--- src/rtl/mem_arbiter.sv ---
// Round-robin arbiter sharing one single-port memory between the fetch (read-only) port
// and the data (read/write) port, with a registered req/ack bus and an access watchdog.
module mem_arbiter #(
  parameter int unsigned ADDR_W  = 32,
  parameter int unsigned DATA_W  = 32,
  parameter int unsigned TIMEOUT = 255
) (
  input  logic              clk,
  input  logic              reset,
  // instruction port
  input  logic              i_req,
  input  logic [ADDR_W-1:0] i_addr,
  output logic [DATA_W-1:0] i_rdata,
  output logic              i_ack,
  output logic              i_err,
  // data port
  input  logic              d_req,
  input  logic              d_we,
  input  logic [ADDR_W-1:0] d_addr,
  input  logic [DATA_W-1:0] d_wdata,
  input  logic [3:0]        d_wstrb,
  output logic [DATA_W-1:0] d_rdata,
  output logic              d_ack,
  output logic              d_err,
  // memory bus
  output logic              m_req,
  output logic              m_we,
  output logic [ADDR_W-1:0] m_addr,
  output logic [DATA_W-1:0] m_wdata,
  output logic [3:0]        m_wstrb,
  input  logic [DATA_W-1:0] m_rdata,
  input  logic              m_ack,
  // status
  output logic              busy,
  output logic              grant_d
);

  localparam int unsigned CntW = $clog2(TIMEOUT + 1);
  localparam logic [CntW-1:0] CntMax = CntW'(TIMEOUT - 1);

  typedef enum logic [1:0] {StIdle, StBusy, StResp} state_e;

  state_e          state_q;
  logic            last_grant_d_q;
  logic [CntW-1:0] cnt_q;
  logic            pick_d;

  // On contention the port that did not win last time gets the bus.
  always_comb begin
    pick_d = d_req & (~i_req | ~last_grant_d_q);
  end

  always_ff @(posedge clk or posedge reset) begin
    if (reset) begin
      state_q        <= StIdle;
      last_grant_d_q <= 1'b0;
      cnt_q          <= '0;
      m_req          <= 1'b0;
      m_we           <= 1'b0;
      m_addr         <= '0;
      m_wdata        <= '0;
      m_wstrb        <= '0;
      i_rdata        <= '0;
      i_ack          <= 1'b0;
      i_err          <= 1'b0;
      d_rdata        <= '0;
      d_ack          <= 1'b0;
      d_err          <= 1'b0;
      busy           <= 1'b0;
      grant_d        <= 1'b0;
    end else begin
      // Acks and error flags are single-cycle pulses.
      i_ack <= 1'b0;
      i_err <= 1'b0;
      d_ack <= 1'b0;
      d_err <= 1'b0;
      unique case (state_q)
        StIdle: begin
          if (i_req || d_req) begin
            if (pick_d) begin
              m_we    <= d_we;
              m_addr  <= d_addr;
              m_wdata <= d_wdata;
              m_wstrb <= d_wstrb;
            end else begin
              m_we    <= 1'b0;
              m_addr  <= i_addr;
              m_wdata <= '0;
              m_wstrb <= '0;
            end
            m_req          <= 1'b1;
            grant_d        <= pick_d;
            last_grant_d_q <= pick_d;
            cnt_q          <= '0;
            busy           <= 1'b1;
            state_q        <= StBusy;
          end
        end
        StBusy: begin
          if (m_ack) begin
            m_req   <= 1'b0;
            m_we    <= 1'b0;
            state_q <= StResp;
            if (grant_d) begin
              d_ack <= 1'b1;
              if (!m_we) d_rdata <= m_rdata;
            end else begin
              i_ack   <= 1'b1;
              i_rdata <= m_rdata;
            end
          end else if (cnt_q == CntMax) begin
            // Watchdog abort: complete the access with an error and zeroed read data.
            m_req   <= 1'b0;
            state_q <= StResp;
            if (grant_d) begin
              d_ack <= 1'b1;
              d_err <= 1'b1;
              if (!m_we) d_rdata <= '0;
            end else begin
              i_ack   <= 1'b1;
              i_err   <= 1'b1;
              i_rdata <= '0;
            end
          end else begin
            cnt_q <= cnt_q + CntW'(1);
          end
        end
        StResp: begin
          // Requests are ignored here so a request held through its ack is not served twice.
          busy    <= 1'b0;
          state_q <= StIdle;
        end
        default: begin
          state_q <= StIdle;
          m_req   <= 1'b0;
          busy    <= 1'b0;
        end
      endcase
    end
  end

endmodule
--- config.mk ---
export PLATFORM = sky130hd
export DESIGN_NAME = mem_arbiter
export DESIGN_NICKNAME = d
export VERILOG_FILES = /design/src/rtl/mem_arbiter.sv
export SDC_FILE = /design/constraint.sdc
export NUM_CORES = 1
export LEC_CHECK = 0
export ABC_AREA = 1
export CAP_MARGIN = 10
export CORE_MARGIN = 2
export CORE_UTILIZATION = 40
export DETAILED_ROUTE_END_ITERATION = 12
export PLACE_DENSITY = 0.85
export SLEW_MARGIN = 10
export SYNTH_ARGS = -nofsm -noshare
export SYNTH_HDL_FRONTEND = slang
export SYNTH_SLANG_ARGS = --single-unit
--- constraint.sdc ---
create_clock -name clk -period 8.1 [get_ports clk]
set_clock_uncertainty 0.2 [all_clocks]
set_input_delay 1.62 -clock clk [delete_from_list [all_inputs] [get_ports clk]]
set_output_delay 1.62 -clock clk [all_outputs]
set_load 0.05 [all_outputs]
Word-level counts from Yosys, hierarchy flattened
Index checks and enable logic that the tools add are counted.
{"block": "word_totals", "elab_cells": 86, "regBits": 150, "in_bits": 138, "output_inout_bits": 140}
{"block": "classes", "n_reduce_logical": 12, "n_bitwise": 6, "addsub": 1, "eq_ne": 10, "muxes": 42}
{"op": "32-bit two-way mux", "n": 12}
{"op": "8-bit two-way mux", "n": 3}
{"op": "1-bit two-way mux", "n": 18}
{"op": "8-bit one-hot mux with 2 select lines", "n": 1}
{"op": "2-bit != test (second input constant)", "n": 6}
{"op": "3-bit AND reduction", "n": 3}
{"op": "8-bit by 1-bit adder with 8-bit output (second input constant)", "n": 1}
{"op": "8-bit equality test (second input constant)", "n": 1}
{"op": "2-bit two-way mux", "n": 3}
{"op": "2-bit AND reduction", "n": 3}
{"op": "5-bit AND reduction", "n": 1}
{"op": "4-bit two-way mux", "n": 1}
{"op": "1-bit inverter", "n": 4}
{"op": "1-bit one-hot mux with 2 select lines", "n": 2}
{"op": "2-bit one-hot mux with 2 select lines", "n": 1}
{"op": "4-bit AND reduction", "n": 1}
{"op": "2-bit nonzero test", "n": 2}
{"op": "3-bit != test (second input constant)", "n": 1}
{"op": "1-bit one-hot mux with 3 select lines", "n": 1}
{"op": "2-bit by 1-bit equality test with 1-bit output (second input constant)", "n": 1}
{"op": "2-bit equality test (second input constant)", "n": 1}
{"op": "2-bit zero test", "n": 1}
{"op": "1-bit bitwise AND", "n": 1}
{"op": "1-bit logical OR", "n": 1}
{"op": "1-bit bitwise OR", "n": 1}

Longest topological paths before layout
{"block": "logic_depth", "ltp_word": 6, "depth_mapped": 10, "mapped_depth_nobuf": 9}

Worst setup path after synthesis
Ideal clock, no wire load.
{"block": "synth_path", "path_kind": "input-to-reg", "from": "input i_req", "to": "register m_wdata[0]", "setup_time_ns": 0.118, "required_time_ns": 7.782, "arrival_time_ns": 2.355, "path_stages": 7, "setup_slack_ns": 5.427, "n_path_buf": 2, "cell_sequence": "nand2_1 > nand2_1 > inv_1 > buf_2 > buf_2 > nand3_1 > nand2_1"}
{"block": "synth_via", "elab_chain_cells": 4, "word_cells_on_any_way": 6, "cone_classes": "mux: 1; bitwise: 3; reduce/logical: 2"}
{"item": "start: declaration", "line": "11", "source": "input logic i_req,"}
{"item": "1-bit inverter", "line": "50", "source": "pick_d = d_req & (~i_req | ~last_grant_d_q);"}
{"item": "1-bit bitwise OR", "line": "50"}
{"item": "1-bit bitwise AND", "line": "50"}
{"item": "32-bit two-way mux", "line": "80", "source": "if (pick_d) begin"}
{"item": "end signal: assignment", "line": "83", "source": "m_wdata <= d_wdata;"}
{"item": "end: declaration", "line": "29", "source": "output logic [DATA_W-1:0] m_wdata,"}
Parallel ways exist; a longest one is shown, timed or not.
A chain may end at the register's enable or synchronous reset.

==> results.cfg <==
[placed_design]
gp_congestion = 0.799
dp_hpwl_microns = 13500
portBuffers = 277

[pwr]
seq_power_share_pct = 27.5
intPower_mw = 2.30
swShare_pct = 50.2
powerDensity_nw_per_um2 = 460
pwr-share-comb_pct = 56.0
p_clk_share_pct = 16.5
vdd_drop_max_v = 0.000307
p_leak_nw = 4.89
p_switching_mw = 2.32

[status]
outcome = complete, no violations

[yosys]
synth_top_family_by_area = simple AND/OR/NAND/NOR gates
yosysUniqueCellTypes = 27
yosys.area_share.simple_pct = 30.7
yosys.area.top_type = dfrtp_1
synth_seq_cells = 150
synth_fa_ha_area_share_pct = 0.375
synthTopCellsByArea = dfrtp_1, nand2_1, nand4_1, o21ai_0, nand3_1
syn-num-nets = 935
synth_compound_gate_area_share_pct = 5.38
synth_mux_area_share_pct = 0
synth_cells = 795
yosys_warnings = 0
synth-seq-area-share_pct = 56.3
avgSynthCellArea_sq_um = 8.39
synthXorXnorAreaFrac_pct = 0.263
synthDominantCellAreaShare_pct = 56.3
syn_area_sq_um = 6670

[clocking]
numCtsBuffers = 17
cts_sinks = 150
h-tree-depth = 4
cts_resized = 0
post_cts_buffers = 0
path_clk_slew_ps = 60
root_buffer = clkbuf_16
clockBufferDepth = 2
cts_tree = built
clkLatencyLatePin_ps = 420
hold_buffers = 0

[setup_path]
worst-path-max-fanout = 5
endpoint_kind = primary output
cp.arrival_ps = 1770
critPathMaxStageDelay_ps = 860
cp_top_family = buffers and inverters
startpoint = last_grant_d_q
r2r-start = state_q[1]
crit_type = reg2out
slowest_stage = clkdlybuf4s50_1
critical_path_required_ps = 6280
worst_setup_path_start_kind = register
crit_chain = clkdlybuf4s50_1
critPathBufInv = 1

[floorplan]
rows = 47
start_util_pct = 40.5
die-width_microns = 133
dieArea_sq_um = 17700
coreArea_sq_um = 16500
die_h_microns = 133
ios = 278

[global_route]
grt_pass1_wl_microns = 31400
grt_use_total_pct = 22.4
grt_max_degree = 86
overflow = 0
antenna_found_initial = 0
first_global_vias = 6044

[cells_and_area]
antenna_cells = 0
layout_commonest_cell = nand2_1
fin_util_pct = 61.1
multi_input_area_sq_um = 2460
regArea_sq_um = 3750
n_fill_cell = 1408
area_growth_syn_to_layout_pct = 50.8
drive_gt1_share_pct = 4.93
layout_common_cells = nand2_1, clkdlybuf4s50_1, dfrtp_1, o21ai_0, nand4_1
final_nets = 1182

[worst_hold_path]
hp-class = reg2reg
hp-start = d_rdata[14]

[sta]
tightest_slew_ps = 1100
slew_headroom_pct = 26.2
fin_crit_sh_pct = 44.3
min_period_ps = 3590
rsz0062_at_grt = false
fin_setup_tns_ps = 0
drv_slew = 0
fmax_ghz = 0.278
final-hold-violation-count = 0
finalSetupViolations = 0

[flow_run]
cap_violations = 0

[drt]
routed_wirelength_microns = 19700
dr.pass1.iters = 6
drtAntennaViolNets = 0
drt_iter0_drc = 330
drc = 0
avgRoutedWirePerCell_microns = 15.4
drt-vias-per-instance = 5.03
via_count = 6414
kinds of logic (layout without fill, tap and decap cells):
| kind of cell | count (synthesis) | in the layout |
|---|---|---|
| simple gates | 465 | 465 |
| buf+inv | 105 | 365 |
| xor+xnor | 2 | 2 |
| flops | 150 | 150 |
| fa+ha+maj | 2 | 2 |
| compound gates | 71 | 71 |
layout make-up:
type | count | area share [%]
inverters | 51 | 1.95
well taps | 220 | 2.74
multi-input cells | 540 | 24.4
clock buffers | 22 | 4.71
flip-flops and latches | 150 | 37.3
clock inverters | 10 | 0.958
repair buffers | 282 | 27.9
final timing paths:
check,depth (start not counted),slack (ps),endpoint
max,1,4510,grant_d
min,2,270,d_rdata[14]
max reg2reg,6,4980,d_rdata[31]
min reg2reg,2,270,d_rdata[14]
max in group asynchronous,3,4820,m_wdata[6]
min in group asynchronous,2,1510,m_wdata[5]
per-stage QoR:
step,cell area [sq um],instances,setup WS (ps),hold WS (ps),power (mW)
after floorplan,6670,795,2240,291,2.96
after global placement,9490,1243,4250,253,3.84
after detailed placement,9490,1243,4200,258,3.88
after CTS,10100,1275,4480,273,4.65
after global routing,10100,1275,4450,294,4.85
final,10100,1275,4510,269,4.62
flip-flops by register name, summed over array words and instances, names as in the netlist:
name / flops
i_rdata: 32
d_ack: 1
m_wstrb: 4
last_grant_d_q: 1
cnt_q: 8
d_rdata: 32
state_q: 2
m_wdata: 32
m_req: 1
i_err: 1
m_we: 1
d_err: 1
m_addr: 32
busy: 1
i_ack: 1
power groups by stage:
stage / clock (mW) / combinational, mW / sequential, mW
after detailed placement: 0 / 2.60 / 1.28
after global routing: 0.811 / 2.73 / 1.31
final: 0.762 / 2.59 / 1.27
after floorplan: 0 / 0.576 / 2.39
after global placement: 0 / 2.57 / 1.27
after CTS: 0.775 / 2.61 / 1.27
cells in the mapped netlist:
library cell	instances
a21oi_1	1
buf_1	4
buf_2	13
buf_4	4
buf_6	6
clkbuf_1	27
clkinv_1	1
dfrtp_1	150
ha_1	2
inv_1	47
inv_2	3
nand2_1	299
nand2_2	2
nand2_4	1
nand3_1	49
nand3_4	2
nand3b_1	1
nand4_1	65
nor2_1	39
nor2_2	1
nor2_4	3
nor4_1	2
o21ai_0	67
o21ai_1	2
o21ai_2	1
or2_2	1
xnor2_1	2
routing by layer:
metal	global-route usage, %	part of all wire [%]	wire, microns	vias up
met5	0	0	0	-
met1	27.8	39	7730	3041
li1	-	-	-	3075
met2	37.0	50	9820	269
met3	7.57	8.6	1700	29
met4	7.45	2.1	405	0
Power figures use the tool's default switching activity.
